$ cat src/rtl/i2s_pkg.sv
// Shared register map, STATUS/CTRL bit positions and IRQ indices for the I2S APB register bank.
package i2s_pkg;

  localparam logic [7:0] OFF_CTRL     = 8'h00;
  localparam logic [7:0] OFF_TXDATA   = 8'h04;
  localparam logic [7:0] OFF_RXDATA   = 8'h08;
  localparam logic [7:0] OFF_STATUS   = 8'h0C;
  localparam logic [7:0] OFF_IRQ_EN   = 8'h10;
  localparam logic [7:0] OFF_IRQ_STAT = 8'h14;

  localparam int ST_TX_FULL    = 16;
  localparam int ST_TX_EMPTY   = 17;
  localparam int ST_RX_NEMPTY  = 18;
  localparam int ST_TX_OVR     = 19;
  localparam int ST_RX_UDR     = 20;
  localparam int ST_TX_CNT_LSB = 24;
  localparam int ST_RX_CNT_LSB = 28;
  localparam int CNT_W         = 4;

  localparam int CTRL_FLUSH_BIT = 31;
  localparam logic [14:0] CTRL_RST_DEFAULT = 15'h1ED5;

  localparam int IRQ_TX_EMPTY = 0;
  localparam int IRQ_RX_NEMPTY = 1;
  localparam int IRQ_TX_OVR   = 2;
  localparam int IRQ_RX_UDR   = 3;
  localparam int IRQ_W        = 4;

endpackage

$ cat src/rtl/i2s_hold_buf.sv
// Small holding FIFO with occupancy count; push and pop may coincide in one cycle.
module i2s_hold_buf
  import i2s_pkg::*;
#(
  parameter int DATA_W = 32,
  parameter int DEPTH  = 4
) (
  input  logic              clk_i,
  input  logic              rst_i,
  input  logic              flush_i,
  input  logic              push_i,
  input  logic [DATA_W-1:0] push_data_i,
  input  logic              pop_i,
  output logic [DATA_W-1:0] head_o,
  output logic [CNT_W-1:0]  count_o,
  output logic              full_o,
  output logic              empty_o
);

  localparam int PW = (DEPTH > 1) ? $clog2(DEPTH) : 1;

  logic [DATA_W-1:0] mem_q [DEPTH];
  logic [PW-1:0]     wr_q, wr_d, rd_q, rd_d;
  logic [CNT_W-1:0]  cnt_q, cnt_d;
  logic              do_push_s, do_pop_s;

  function automatic logic [PW-1:0] ptr_inc(input logic [PW-1:0] p);
    return (p == PW'(DEPTH - 1)) ? {PW{1'b0}} : p + PW'(1);
  endfunction

  assign empty_o   = (cnt_q == 4'd0);
  assign full_o    = (cnt_q == CNT_W'(DEPTH));
  assign count_o   = cnt_q;
  assign head_o    = mem_q[rd_q];
  assign do_pop_s  = pop_i && !empty_o;
  assign do_push_s = push_i && (!full_o || do_pop_s);

  always_comb begin
    wr_d  = wr_q;
    rd_d  = rd_q;
    cnt_d = cnt_q;
    if (flush_i) begin
      wr_d  = {PW{1'b0}};
      rd_d  = {PW{1'b0}};
      cnt_d = 4'd0;
    end else begin
      if (do_push_s) wr_d = ptr_inc(wr_q);
      else           wr_d = wr_q;
      if (do_pop_s)  rd_d = ptr_inc(rd_q);
      else           rd_d = rd_q;
      case ({do_push_s, do_pop_s})
        2'b10:   cnt_d = cnt_q + 4'd1;
        2'b01:   cnt_d = cnt_q - 4'd1;
        default: cnt_d = cnt_q;
      endcase
    end
  end

  always_ff @(posedge clk_i) begin
    if (rst_i) begin
      wr_q  <= {PW{1'b0}};
      rd_q  <= {PW{1'b0}};
      cnt_q <= 4'd0;
    end else begin
      wr_q  <= wr_d;
      rd_q  <= rd_d;
      cnt_q <= cnt_d;
    end
  end

  // Storage carries no reset; validity is tracked by the count.
  always_ff @(posedge clk_i) begin
    if (do_push_s && !flush_i) mem_q[wr_q] <= push_data_i;
  end

endmodule

$ cat src/rtl/i2s_apb_regbank.sv
// APB register bank bridging a CPU to an I2S core through TX/RX holding buffers.
// Interrupt support is compiled in only when I2S_REGBANK_IRQ_EN is defined.
module i2s_apb_regbank
  import i2s_pkg::*;
#(
  parameter int DATA_W     = 32,
  parameter int NUM_CH     = 2,
  parameter int HOLD_DEPTH = 4,
  parameter int CTRL_W     = 15,
  parameter logic [CTRL_W-1:0] CTRL_RST = CTRL_W'(CTRL_RST_DEFAULT),
  parameter int FLAG_W     = 10,
  localparam int CH_W      = (NUM_CH > 1) ? $clog2(NUM_CH) : 1
) (
  input  logic              pclk,
  input  logic              preset,
  input  logic              psel,
  input  logic              penable,
  input  logic              pwrite,
  input  logic [7:0]        paddr,
  input  logic [31:0]       pwdata,
  output logic [31:0]       prdata,
  output logic              pready,
  output logic              pslverr,
  output logic [CTRL_W-1:0] controls,
  input  logic [FLAG_W-1:0] flags,
  output logic [DATA_W-1:0] tx_data,
  output logic [CH_W-1:0]   tx_ch,
  output logic              tx_wen,
  input  logic              tx_full,
  input  logic [DATA_W-1:0] rx_data,
  output logic              rx_ren,
  input  logic              rx_empty,
  output logic              irq
);

  logic [CTRL_W-1:0] ctrl_q, ctrl_d;
  logic [CH_W-1:0]   ch_q, ch_d;
  logic              pend_q, pend_d;
  logic              tx_ovr_q, tx_ovr_d, rx_udr_q, rx_udr_d;

  logic              access_s, err_s, ctrl_wr_s, flush_s, tx_push_s, rx_pop_s, stat_rd_s;
  logic              ovr_evt_s, udr_evt_s, tx_wen_s, rx_ren_s;
  logic [31:0]       rdata_s, status_s;
  logic [DATA_W-1:0] txb_head_s, rxb_head_s;
  logic [CNT_W-1:0]  txb_cnt_s, rxb_cnt_s;
  logic              txb_full_s, txb_empty_s, rxb_full_s, rxb_empty_s;
  logic              unused_s;

`ifdef I2S_REGBANK_IRQ_EN
  logic [IRQ_W-1:0]  irq_en_q, irq_en_d, irq_stat_q, irq_stat_d, irq_evt_s;
  logic              irq_en_wr_s, irq_w1c_s, txb_empty_prev_q, rxb_ne_prev_q, irq_q;
`endif

  assign access_s = psel && penable;
  assign pready   = 1'b1;
  assign prdata   = rdata_s;
  assign pslverr  = err_s;
  assign controls = ctrl_q;
  assign tx_data  = txb_head_s;
  assign tx_ch    = ch_q;
  assign tx_wen   = tx_wen_s;
  assign rx_ren   = rx_ren_s;
  assign unused_s = ^{pwdata, rxb_full_s};

  // Only one RX read is ever outstanding, so the buffer count alone bounds issue.
  assign tx_wen_s = !preset && !txb_empty_s && !tx_full;
  assign rx_ren_s = !preset && !rx_empty && !pend_q && (rxb_cnt_s < CNT_W'(HOLD_DEPTH));

  always_comb begin
    status_s = 32'h0;
    status_s[FLAG_W-1:0] = flags;
    status_s[ST_TX_FULL]   = txb_full_s;
    status_s[ST_TX_EMPTY]  = txb_empty_s;
    status_s[ST_RX_NEMPTY] = !rxb_empty_s;
    status_s[ST_TX_OVR]    = tx_ovr_q;
    status_s[ST_RX_UDR]    = rx_udr_q;
    status_s[ST_TX_CNT_LSB +: CNT_W] = txb_cnt_s;
    status_s[ST_RX_CNT_LSB +: CNT_W] = rxb_cnt_s;
  end

  always_comb begin
    err_s     = 1'b0;
    rdata_s   = 32'h0;
    ctrl_wr_s = 1'b0;
    flush_s   = 1'b0;
    tx_push_s = 1'b0;
    rx_pop_s  = 1'b0;
    stat_rd_s = 1'b0;
    ovr_evt_s = 1'b0;
    udr_evt_s = 1'b0;
`ifdef I2S_REGBANK_IRQ_EN
    irq_en_wr_s = 1'b0;
    irq_w1c_s   = 1'b0;
`endif
    if (!access_s) begin
      err_s = 1'b0;
    end else if (paddr[1:0] != 2'b00) begin
      err_s = 1'b1;
    end else begin
      case (paddr)
        OFF_CTRL: begin
          if (pwrite) begin
            ctrl_wr_s = 1'b1;
            flush_s   = pwdata[CTRL_FLUSH_BIT];
          end else begin
            rdata_s = 32'(ctrl_q);
          end
        end
        OFF_TXDATA: begin
          if (!pwrite)         err_s = 1'b1;
          else if (txb_full_s) begin
            err_s     = 1'b1;
            ovr_evt_s = 1'b1;
          end else             tx_push_s = 1'b1;
        end
        OFF_RXDATA: begin
          if (pwrite)           err_s = 1'b1;
          else if (rxb_empty_s) begin
            err_s     = 1'b1;
            udr_evt_s = 1'b1;
          end else begin
            rdata_s  = 32'(rxb_head_s);
            rx_pop_s = 1'b1;
          end
        end
        OFF_STATUS: begin
          if (pwrite) err_s = 1'b1;
          else begin
            rdata_s   = status_s;
            stat_rd_s = 1'b1;
          end
        end
`ifdef I2S_REGBANK_IRQ_EN
        OFF_IRQ_EN: begin
          if (pwrite) irq_en_wr_s = 1'b1;
          else        rdata_s = 32'(irq_en_q);
        end
        OFF_IRQ_STAT: begin
          if (pwrite) irq_w1c_s = 1'b1;
          else        rdata_s = 32'(irq_stat_q);
        end
`endif
        default: err_s = 1'b1;
      endcase
    end
  end

  always_comb begin
    ctrl_d = ctrl_wr_s ? pwdata[CTRL_W-1:0] : ctrl_q;
    if (flush_s)       ch_d = {CH_W{1'b0}};
    else if (tx_wen_s) ch_d = (ch_q == CH_W'(NUM_CH - 1)) ? {CH_W{1'b0}} : ch_q + CH_W'(1);
    else               ch_d = ch_q;
    // A flush abandons the word the core is about to return.
    pend_d = rx_ren_s && !flush_s;
    if (ovr_evt_s)                   tx_ovr_d = 1'b1;
    else if (stat_rd_s || flush_s)   tx_ovr_d = 1'b0;
    else                             tx_ovr_d = tx_ovr_q;
    if (udr_evt_s)                   rx_udr_d = 1'b1;
    else if (stat_rd_s || flush_s)   rx_udr_d = 1'b0;
    else                             rx_udr_d = rx_udr_q;
  end

  always_ff @(posedge pclk) begin
    if (preset) begin
      ctrl_q   <= CTRL_RST;
      ch_q     <= {CH_W{1'b0}};
      pend_q   <= 1'b0;
      tx_ovr_q <= 1'b0;
      rx_udr_q <= 1'b0;
    end else begin
      ctrl_q   <= ctrl_d;
      ch_q     <= ch_d;
      pend_q   <= pend_d;
      tx_ovr_q <= tx_ovr_d;
      rx_udr_q <= rx_udr_d;
    end
  end

  i2s_hold_buf #(.DATA_W(DATA_W), .DEPTH(HOLD_DEPTH)) u_tx_buf (
    .clk_i(pclk), .rst_i(preset), .flush_i(flush_s),
    .push_i(tx_push_s), .push_data_i(pwdata[DATA_W-1:0]), .pop_i(tx_wen_s),
    .head_o(txb_head_s), .count_o(txb_cnt_s), .full_o(txb_full_s), .empty_o(txb_empty_s)
  );

  i2s_hold_buf #(.DATA_W(DATA_W), .DEPTH(HOLD_DEPTH)) u_rx_buf (
    .clk_i(pclk), .rst_i(preset), .flush_i(flush_s),
    .push_i(pend_q), .push_data_i(rx_data), .pop_i(rx_pop_s),
    .head_o(rxb_head_s), .count_o(rxb_cnt_s), .full_o(rxb_full_s), .empty_o(rxb_empty_s)
  );

`ifdef I2S_REGBANK_IRQ_EN
  always_comb begin
    irq_evt_s = {IRQ_W{1'b0}};
    irq_evt_s[IRQ_TX_EMPTY]  = txb_empty_s && !txb_empty_prev_q;
    irq_evt_s[IRQ_RX_NEMPTY] = !rxb_empty_s && !rxb_ne_prev_q;
    irq_evt_s[IRQ_TX_OVR]    = ovr_evt_s;
    irq_evt_s[IRQ_RX_UDR]    = udr_evt_s;
    irq_en_d   = irq_en_wr_s ? pwdata[IRQ_W-1:0] : irq_en_q;
    irq_stat_d = (irq_stat_q & ~(irq_w1c_s ? pwdata[IRQ_W-1:0] : {IRQ_W{1'b0}})) | irq_evt_s;
  end

  always_ff @(posedge pclk) begin
    if (preset) begin
      irq_en_q         <= {IRQ_W{1'b0}};
      irq_stat_q       <= {IRQ_W{1'b0}};
      txb_empty_prev_q <= 1'b1;
      rxb_ne_prev_q    <= 1'b0;
      irq_q            <= 1'b0;
    end else begin
      irq_en_q         <= irq_en_d;
      irq_stat_q       <= irq_stat_d;
      txb_empty_prev_q <= txb_empty_s;
      rxb_ne_prev_q    <= !rxb_empty_s;
      irq_q            <= |(irq_stat_d & irq_en_d);
    end
  end

  assign irq = irq_q;
`else
  assign irq = 1'b0;
`endif

endmodule

$ cat config.mk
export PLATFORM = sky130hd
export DESIGN_NAME = i2s_apb_regbank
export DESIGN_NICKNAME = d
export VERILOG_FILES = /design/src/rtl/i2s_pkg.sv /design/src/rtl/i2s_hold_buf.sv /design/src/rtl/i2s_apb_regbank.sv
export SDC_FILE = /design/constraint.sdc
export NUM_CORES = 1
export LEC_CHECK = 0
export BUFFER_PORTS_ARGS = -buffer_cell sky130_fd_sc_hd__buf_2
export CAP_MARGIN = 10
export CORE_MARGIN = 4
export CORE_UTILIZATION = 51
export CTS_BUF_LIST = sky130_fd_sc_hd__clkbuf_16
export DETAILED_ROUTE_END_ITERATION = 16
export PLACE_DENSITY = 0.75
export SYNTH_ARGS = -nofsm -noshare
export SYNTH_HDL_FRONTEND = slang
export SYNTH_SLANG_ARGS = --single-unit
$ cat constraint.sdc
create_clock -name pclk -period 5.15 [get_ports pclk]
set_input_delay 1.03 -clock pclk [delete_from_list [all_inputs] [get_ports pclk]]
set_output_delay 1.03 -clock pclk [all_outputs]
set_load 0.02 [all_outputs]
# Word-level counts from Yosys, hierarchy flattened
# Memory sizes are Yosys's and may differ from the RTL's. A register that Yosys moved wholly into a read port is not among the register bits.
# Cells that the tools add are included.
totals:
  regBits: 35
  ram_bits: 256
  in_bits: 89
  mem_count: 2
memory_table:
  columns: ["name", "depth", "word_bits", "rd", "rd_clocked_by_memory_dff", "wr", "line_no", "source"]
  rows:
  - ["u_rx_buf.mem_q", 4, 32, 1, 1, 1, "i2s_hold_buf.sv:22", "logic [DATA_W-1:0] mem_q [DEPTH];"]
  - ["u_tx_buf.mem_q", 4, 32, 1, 1, 1, "i2s_hold_buf.sv:22", null]
op_classes:
  add_sub_neg: 9
  magnitude_cmp: 1
  n_eq_ne: 13
  muxes: 62
  n_reduce_logical: 34
ops:
  columns: ["op", "n"]
  rows:
  - ["$mux 32", 5]
  - ["$pmux 32 s3", 1]
  - ["$mux 1", 44]
  - ["$eq 8x4->1 const B", 2]
  - ["$mux 2", 8]
  - ["$pmux 4 s2", 2]
  - ["$mux 15", 1]
  - ["$logic_and 1x1->1", 13]
  - ["$eq 2x2->1 const B", 6]
  - ["$reduce_bool 2->1", 5]
  - ["$logic_not 1->1", 9]
  - ["$add 2x1->2 const B", 4]
  - ["$add 4x1->4 const B", 2]
  - ["$eq 4x3->1 const B", 2]
  - ["$eq 8x3->1 const B", 1]
  - ["$logic_not 4->1", 2]
  - ["$logic_not 8->1", 1]
  - ["$sub 4x1->4 const B", 2]
  - ["$eq 2x1->1 const B", 2]
  - ["$lt 4x3->1 const B", 1]
  - ["$pmux 1 s4", 1]
  - ["$logic_or 1x1->1", 3]
  - ["$reduce_or 2->1", 1]
  - ["$add 1x1->1 const B", 1]

# Logic depth before layout (Yosys ltp)
# Gate-level depths: netlist of run 1.
depth:
  ltp_word: 12
  depth_mapped: 12
  depth_no_buf: 11

# Hierarchy
# From an unflattened synthesis of run 1, not the netlist that was laid out.
unflattened:
  hier_cells: 660
  area_unflattened_um2: 12126.6
modules_own_cells:
  columns: ["module", "instances", "cells_per_inst", "area_per_inst_um2"]
  rows:
  - ["i2s_hold_buf", 2, 239, 5270.1]
  - ["i2s_apb_regbank", 1, 182, 1586.5]

# Least setup slack after synthesis of run 1
# No wires, ideal clock.
synth_timing:
  path_kind: "input-to-reg"
  startpoint: "in paddr[5]"
  endpoint: "mem u_rx_buf.mem_q[0][0] (enable)"
  setup_time_ns: 0.470
  arrival_ns: 4.618
  setup_slack_ns: 0.062
  cell_stages: 4
  path_cell_list: "nor4_1 and4_1 nor2_1 a211oi_1"
synth_between:
  elab_chain_len: 10
  elab_cells_between_ends: 15
synth_rtl:
  columns: ["item", "line_no", "source"]
  rows:
  - ["start, declared", "i2s_apb_regbank.sv:19", "input logic [7:0] paddr,"]
  - ["$eq 8x4->1", "i2s_apb_regbank.sv:100", "case (paddr)"]
  - ["$mux 1", "i2s_apb_regbank.sv:100", null]
  - ["$mux 1", "i2s_apb_regbank.sv:97", "end else if (paddr[1:0] != 2'b00) begin"]
  - ["$mux 1", "i2s_apb_regbank.sv:95", "if (!access_s) begin"]
  - ["$logic_and 1x1->1", "i2s_hold_buf.sv:35", "assign do_pop_s = pop_i && !empty_o;"]
  - ["$logic_or 1x1->1", "i2s_hold_buf.sv:36", "assign do_push_s = push_i && (!full_o || do_pop_s);"]
  - ["$logic_and 1x1->1", "i2s_hold_buf.sv:36", null]
  - ["$logic_and 1x1->1 *", "i2s_hold_buf.sv:73", "if (do_push_s && !flush_i) mem_q[wr_q] <= push_data_i;"]
  - ["$mux 1 *", "i2s_hold_buf.sv:73", null]
  - ["$mux 1 (implied by the code) *", "i2s_hold_buf.sv:73", null]
  - ["end, declared", "i2s_hold_buf.sv:22", null]
# Every way passes the cells marked *; elsewhere a longest branch is shown, timed or not.

# Worst setup path in the final report of run 1
layout_timing:
  startpoint: "in paddr[5]"
  endpoint: "out prdata[16]"
layout_between:
  elab_chain_len: 4
  elab_cells_between_ends: 6
layout_rtl:
  columns: ["item", "line_no", "source"]
  rows:
  - ["$eq 8x4->1 / $logic_not 8->1 (equally long branches)", "i2s_apb_regbank.sv:100", null]
  - ["$pmux 32 s3 *", "i2s_apb_regbank.sv:100", null]
  - ["$mux 32 *", "i2s_apb_regbank.sv:97", null]
  - ["$mux 32 *", "i2s_apb_regbank.sv:95", null]
  - ["end, declared", "i2s_apb_regbank.sv:21", "output logic [31:0] prdata,"]
# Marks and branches as above.

==> flow_summary.json, run 1 <==
{
  "run_status": "finished clean",
  "global_route.overflow_total": 0,
  "power.leakage_nw": 4.81,
  "vdd.ir_drop.worst_v": 0.000287,
  "design.core.area_um2": 22700,
  "timing.critical_path.slowest_cell_delay_ns": 0.63,
  "powerDensity_nw_per_um2": 349,
  "worstSetupStartpointType": "input pin",
  "syn_nets": 777,
  "synth.top_cell.area_share_pct": 65.2,
  "critPathLaunch": "paddr[5]",
  "drv_cap": 0,
  "grt_start_max_net_pins": 33,
  "timing.critical_path.slowest_stage_cell": "sky130_fd_sc_hd__nor4_4",
  "grt_first_pass_wirelength_mm": 38.5,
  "wire_per_inst_um": 21.3,
  "timing.setup.tns_ns": 0,
  "viasPerCell": 5.75,
  "gr-usage-all-layers_pct": 19.0,
  "port_buffers": 171,
  "globalplace.congestion": 0.833,
  "initialDrtViolationCount": 683,
  "antenna_diodes": 0,
  "end_kind": "output port",
  "ys.warnings.count": 0,
  "route.detailed.drc": 0,
  "reg2reg_to": "u_rx_buf.count_o[3]",
  "num-fill-cells": 1640,
  "r2r.worst_path.cells": 9,
  "ctsHtreeMaxLevel": 1,
  "antenna_found_initial": 3,
  "ios": 174,
  "timing.slew.headroom_pct": 24.2,
  "synth.lib_cells_used.distinct": 51,
  "via_count_of_the_first_global_routing_pass": 6810,
  "post-place-cells": 1107,
  "tightest_slew_ns": 1.12,
  "footprint_of_the_multi_input_gates_um2": 3160,
  "final_antenna_net_count": 0,
  "asyncSetResetFlopFracSynth_pct": 0,
  "cts.sinks": 295,
  "period_minus_slack_ns": 4.20,
  "regArea_um2": 8470,
  "cts_resized": 0,
  "timing.final.max_slew_violations": 0,
  "synth-edff-count": 256,
  "ctsHoldBuffers": 0,
  "synth.yosys.seq_area_share_pct": 71.8,
  "grt_util_met3_pct": 3.97,
  "arrival_ns": 3.17,
  "die_h_um": 160,
  "tritoncts.num_buffers": 29,
  "yosys_most_used_dff": "sky130_fd_sc_hd__edfxtp_1",
  "design_area_um2": 14000,
  "timing.critical_path.fanout_max": 16,
  "ff_latch_count_synth": 295,
  "post_cts.repair.setup_buffers": 0,
  "mappedNetlistArea_um2": 11800,
  "crit_chain": "buf_2 > or4_4 > nor4_4 > buf_4 > a22oi_1 > nor2_1 > buf_2",
  "worst_r2r_startpoint": "u_rx_buf.count_o[0]",
  "layout-area-overhead-vs-synth_pct": 18.9,
  "drt_wl_total_mm": 24.7,
  "die_width_um": 160,
  "fp-row-count": 55,
  "holdWs_ns": 0.481,
  "critical_path.most_common_cell": "sky130_fd_sc_hd__buf_2",
  "worst-setup-path-type": "input pin to output port",
  "initial_utilization_pct": 51.9,
  "syn_avg_cell_area_um2": 17.6,
  "yosysTopAreaCell": "sky130_fd_sc_hd__edfxtp_1",
  "hold_path.class": "register to register",
  "cts_tree": "yes",
  "route.vias.total": 6670,
  "cts-root-to-sink-buffers": 3,
  "drive_gt1_share_pct": 35.9,
  "grtUsageMet2_pct": 31.2,
  "rsz0062_at_grt": "no",
  "place_hpwl_mm": 16.7,
  "max_freq_mhz": 238,
  "drt_pre_antenna_iters": 5,
  "clkSlewWorstSetupHoldPaths_ns": 0.06,
  "groute.layer.met1.usage_pct": 26.4,
  "synth_area_leaders": "sky130_fd_sc_hd__edfxtp_1, sky130_fd_sc_hd__mux4_2, sky130_fd_sc_hd__dfxtp_1",
  "final-instance-count-excl-fill": 1159,
  "detailed_place.area_um2": 13000,
  "netlist_instances": 670,
  "layout.nets": 960,
  "final_hold_viol_count": 0,
  "worst-r2r-setup-slack_ns": 1.74,
  "finalCritPeriodShare_pct": 81.6,
  "worst-endpoint-required_ns": 4.12,
  "worstSetupEndpoint": "prdata[16]",
  "setup_viol": 0,
  "layer_with_the_highest_usage_after_global_routing": "met2",
  "cts-root-buf": "sky130_fd_sc_hd__clkbuf_16",
  "clk-insertion-delay-late_ns": 0.53,
  "die-area_um2": 25600,
  "clock-skew-final_ns": 0.0108
}
## metrics by stage
step / utilization [%] / power (mW) / setup slack, ns
5_1_grt: 61.7 / 5.05 / 0.835
3_3_place_gp: 57.4 / 2.81 / 1.00
3_5_place_dp: 57.4 / 2.81 / 0.963
2_1_floorplan: - / 2.73 / 0.0618
6_report: 61.7 / 4.89 / 0.948
4_1_cts: 61.7 / 4.93 / 0.959
## where the power goes
group / internal [mW] / total, mW / switching [mW]
clock: 1.28 / 2.13 / 0.849
combinational: 0.0535 / 0.139 / 0.0854
sequential: 2.61 / 2.62 / 0.00785
total: 3.95 / 4.89 / 0.942
## per-layer routing
metal	wire length, um	share of wire (%)
met4	624	2.5
met1	10200	41
met2	12000	49
met3	1770	7.1
met5	39	0.16
## worst min path at each step
stage	depth (start not counted)	slack, ns	to	from
floorplan	2	0.46	rx_udr_q	rx_udr_q
global placement	2	0.47	controls[5]	controls[5]
detailed placement	2	0.47	controls[5]	controls[5]
CTS	2	0.48	controls[5]	controls[5]
global route	2	0.51	controls[9]	controls[9]
finish	2	0.48	controls[5]	controls[5]
## Yosys cell counts, drive strengths merged (5+ instances only)
library cell and instances:
o21ai 7, clkbuf 21, a21oi 22, edfxtp 256
a22oi 22, ha 16, a22o 10, dfxtp 39
inv 18, and2 5, mux4 64, buf 14
nand2 34, or4 6, a32oi 5, nand3 8
nor2 52, nor3 5, nor4 5, nand3b 11
## layout make-up
| type | count | share of cell area, % |
|---|---|---|
| Clock buffer | 29 | 5.18 |
| Clock inverter | 23 | 1.79 |
| Inverter | 18 | 0.482 |
| Multi-Input combinational cell | 322 | 22.6 |
| Sequential cell | 295 | 60.5 |
| Tap cell | 285 | 2.55 |
| Timing Repair Buffer | 187 | 6.97 |
## cell families after synthesis
| kind of cell | Yosys count | synth area share (%) |
|---|---|---|
| AOI/OAI and AO/OA | 81 | 4.76 |
| xor gates and xnor gates | 5 | 0.371 |
| adders and majority gates | 18 | 2.04 |
| buffers and inverters | 53 | 1.83 |
| DFF | 295 | 71.8 |
| muxes | 65 | 12.3 |
| other | 2 | 0.0637 |
| and+or+nand+nor | 151 | 6.79 |
## layout by cell type (no fill, tap or decap), types with 3 or more instances in the layout
cell                        Yosys  final
sky130_fd_sc_hd__edfxtp_1     256    256
sky130_fd_sc_hd__buf_2          7    171
sky130_fd_sc_hd__mux4_2        64     64
sky130_fd_sc_hd__nor2_1        52     52
sky130_fd_sc_hd__dfxtp_1       39     37
sky130_fd_sc_hd__nand2_1       34     34
sky130_fd_sc_hd__clkbuf_16      0     29
sky130_fd_sc_hd__a22oi_1       22     22
sky130_fd_sc_hd__a21oi_1       22     22
sky130_fd_sc_hd__inv_1         18     20
sky130_fd_sc_hd__ha_1          16     16
sky130_fd_sc_hd__buf_4          2     16
sky130_fd_sc_hd__nand3b_1      11     11
sky130_fd_sc_hd__a22o_1        10     10
sky130_fd_sc_hd__nand3_1        8      8
sky130_fd_sc_hd__o21ai_0        7      7
sky130_fd_sc_hd__clkinv_2       0      7
sky130_fd_sc_hd__a32oi_1        5      5
sky130_fd_sc_hd__bufinv_16      0      5
sky130_fd_sc_hd__nor4_1         4      4
sky130_fd_sc_hd__and3_1         4      4
sky130_fd_sc_hd__nor3_1         5      4
sky130_fd_sc_hd__or4_1          4      4
sky130_fd_sc_hd__a211oi_4       0      4
sky130_fd_sc_hd__and2_2         0      4
sky130_fd_sc_hd__xor2_1         4      4
sky130_fd_sc_hd__clkinv_1       0      4
sky130_fd_sc_hd__and4_1         3      3
sky130_fd_sc_hd__nand4_1        3      3
sky130_fd_sc_hd__nor4bb_1       3      3
sky130_fd_sc_hd__a21o_1         3      3
## critical path: cells and delay by family
kind,cells,cell delay [ns]
AND/OR/NAND/NOR,3,1.38
AO/OA/AOI/OAI,1,0.15
buffers and inverters,3,0.61
## flip-flops by register name (all words and copies together) (netlist names), named ones only
| register | count |
|---|---|
| u_rx_buf.rd_q | 2 |
| tx_ovr_q | 1 |
| u_rx_buf.wr_q | 2 |
| controls | 15 |
| pend_q | 1 |
| u_tx_buf.wr_q | 2 |
| rx_udr_q | 1 |
| u_tx_buf.count_o | 4 |
| tx_ch | 1 |
| u_tx_buf.mem_q | 128 |
| u_rx_buf.count_o | 4 |
| u_rx_buf.mem_q | 128 |
| u_tx_buf.rd_q | 2 |
No activity file was read; power rests on OpenSTA's default activity.
==> run 2: changes to the inputs <==
==> constraint.sdc (replaced) <==
create_clock -name pclk -period 3.7 [get_ports pclk]
set_input_delay 0.74 -clock pclk [delete_from_list [all_inputs] [get_ports pclk]]
set_output_delay 0.74 -clock pclk [all_outputs]
set_load 0.02 [all_outputs]
==> flow_summary.json, run 2 (synthesized netlist as in run 1, its figures left out) <==
{
  "run_status": "finished clean",
  "port_buffers": 171,
  "route.detailed.drc": 0,
  "p_seq_share_pct": 54.3,
  "cts-root-buf": "sky130_fd_sc_hd__clkbuf_16",
  "wire_per_inst_um": 20.7,
  "worstSetupStartpointType": "input pin",
  "setup_viol": 0,
  "period_minus_slack_ns": 3.41,
  "num-fill-cells": 1624,
  "timing.critical_path.fanout_max": 16,
  "critical_path.top_delay_family": "simple AND/OR/NAND/NOR gates",
  "max_freq_mhz": 293,
  "final_hold_viol_count": 0,
  "vdd.ir_drop.worst_v": 0.000419,
  "drt_wl_total_mm": 24.3,
  "globalplace.congestion": 0.858,
  "gr-usage-all-layers_pct": 18.7,
  "crit_chain": "buf_2 > or4_4 > nor2_1 > nand2_1 > buf_4 > nor2_1 > buf_2",
  "initialDrtViolationCount": 572,
  "die_h_um": 160,
  "drv_cap": 0,
  "final-instance-count-excl-fill": 1177,
  "post-place-cells": 1122,
  "grt_start_max_net_pins": 33,
  "worst-endpoint-required_ns": 2.96,
  "worst-setup-path-type": "input pin to output port",
  "clk-insertion-delay-late_ns": 0.53,
  "power.share.switching_pct": 19.3,
  "arrival_ns": 2.67,
  "post_cts.repair.setup_buffers": 0,
  "ios": 174,
  "initial_utilization_pct": 51.9,
  "p_sw_mw": 1.30,
  "timing.slew.headroom_pct": 41.2,
  "place_hpwl_mm": 16.3,
  "layout-area-overhead-vs-synth_pct": 20.2,
  "viasPerCell": 5.72,
  "cts.sinks": 295,
  "drt_pre_antenna_iters": 5,
  "finalCritPeriodShare_pct": 92.3,
  "powerDensity_nw_per_um2": 474,
  "timing.final.max_slew_violations": 0,
  "power.share.clock_pct": 42.7,
  "design.core.area_um2": 22700,
  "global_route.overflow_total": 0,
  "clock-skew-final_ns": 0.0123,
  "timing.setup.tns_ns": 0,
  "internal_power_mw": 5.42,
  "final_antenna_net_count": 0,
  "detailed_place.area_um2": 13200,
  "clkSlewWorstSetupHoldPaths_ns": 0.06,
  "cts_resized": 0,
  "final_core_utilization_pct": 62.4,
  "fp-row-count": 55,
  "die-area_um2": 25600,
  "rsz0062_at_grt": "no",
  "via_count_of_the_first_global_routing_pass": 6718,
  "design_area_um2": 14200,
  "hold_path.class": "input pin to register",
  "die_width_um": 160,
  "antenna_found_initial": 4,
  "ctsHoldBuffers": 0,
  "cts_tree": "yes",
  "ctsHtreeMaxLevel": 1,
  "end_kind": "output port",
  "power.combinational.fraction_pct": 3.0,
  "timing.critical_path.slowest_cell_delay_ns": 0.57,
  "cts-root-to-sink-buffers": 3,
  "route.vias.total": 6729,
  "grt_first_pass_wirelength_mm": 37.8,
  "drive_gt1_share_pct": 36.7,
  "tritoncts.num_buffers": 29,
  "layout.cells.most_common": "sky130_fd_sc_hd__edfxtp_1",
  "layout.nets": 975,
  "layout_common_cells": "sky130_fd_sc_hd__edfxtp_1, sky130_fd_sc_hd__buf_2, sky130_fd_sc_hd__mux4_2, sky130_fd_sc_hd__nor2_1, sky130_fd_sc_hd__dfxtp_1",
  "timing.critical_path.slowest_stage_cell": "sky130_fd_sc_hd__or4_4",
  "tightest_slew_ns": 0.878,
  "power.leakage_nw": 4.90,
  "power_mw": 6.71,
  "cp.buffers_inverters": 3
}
-- run 2: cell types whose count changed in the layout (fill, tap and decap cells not counted) --
cell                        before  now
sky130_fd_sc_hd__diode_2         0    2
sky130_fd_sc_hd__clkinv_4        2    0
sky130_fd_sc_hd__bufinv_16       5    4
sky130_fd_sc_hd__clkinv_2        7    9
sky130_fd_sc_hd__buf_12          0    6
sky130_fd_sc_hd__buf_4          16   25
sky130_fd_sc_hd__clkinv_1        4    5
sky130_fd_sc_hd__inv_6           2    1
sky130_fd_sc_hd__inv_1          20   22
-- run 2: power by group through the flow --
stage                     Sequential (mW)  Clock [mW]  Combinational [mW]
after floorplan                      3.72           0              0.0805
after global placement               3.72           0               0.193
after detailed placement             3.72           0               0.198
after CTS                            3.65        2.93               0.199
after global routing                 3.65        3.08               0.217
final                                3.65        2.87               0.199
-- run 2: layout make-up --
cell class                 instances  area, um^2  share of cell area, %
sequential                       295        8470                   59.8
multi-input combinational        322        3160                   22.3
timing repair buffer             202        1160                   8.21
clock buffer                      29         726                   5.12
tap                              285         357                   2.52
clock inverter                    24         215                   1.52
inverter                          18        67.6                  0.477
antenna                            2        5.00                 0.0353
-- run 2: metrics by stage --
stage	worst slack, ns	hold WS (ns)
after detailed placement	0.123	0.463
after CTS	0.290	0.398
after floorplan	-1.10	0.457
after global routing	0.106	0.404
after global placement	0.176	0.456
final	0.285	0.420
-- run 2: worst paths after layout --
kind / from / slack, ns / cells after the start / endpoint
worst min-delay path: rx_data[23] / 0.42 / 1 / u_rx_buf.mem_q[2][23]
worst min register to register: controls[5] / 0.48 / 2 / controls[5]
worst max-delay path: paddr[5] / 0.29 / 7 / prdata[16]
worst max register to register: u_rx_buf.count_o[1] / 0.30 / 9 / u_rx_buf.count_o[3]
-- run 2: worst register-to-register path, delay by kind of cell (launching register included) --
family | cells | cell delay [ns]
AOI/OAI and AO/OA | 3 | 0.53
adders and majority gates | 2 | 0.68
and+or+nand+nor | 4 | 1.72
DFF | 1 | 0.40
-- run 2: layer usage --
metal | GRT usage (%) | wire length [um]
met4 | 4.73 | 538
met1 | 25.9 | 10000
met3 | 3.77 | 1780
met2 | 30.7 | 11900
met5 | 0 | 22
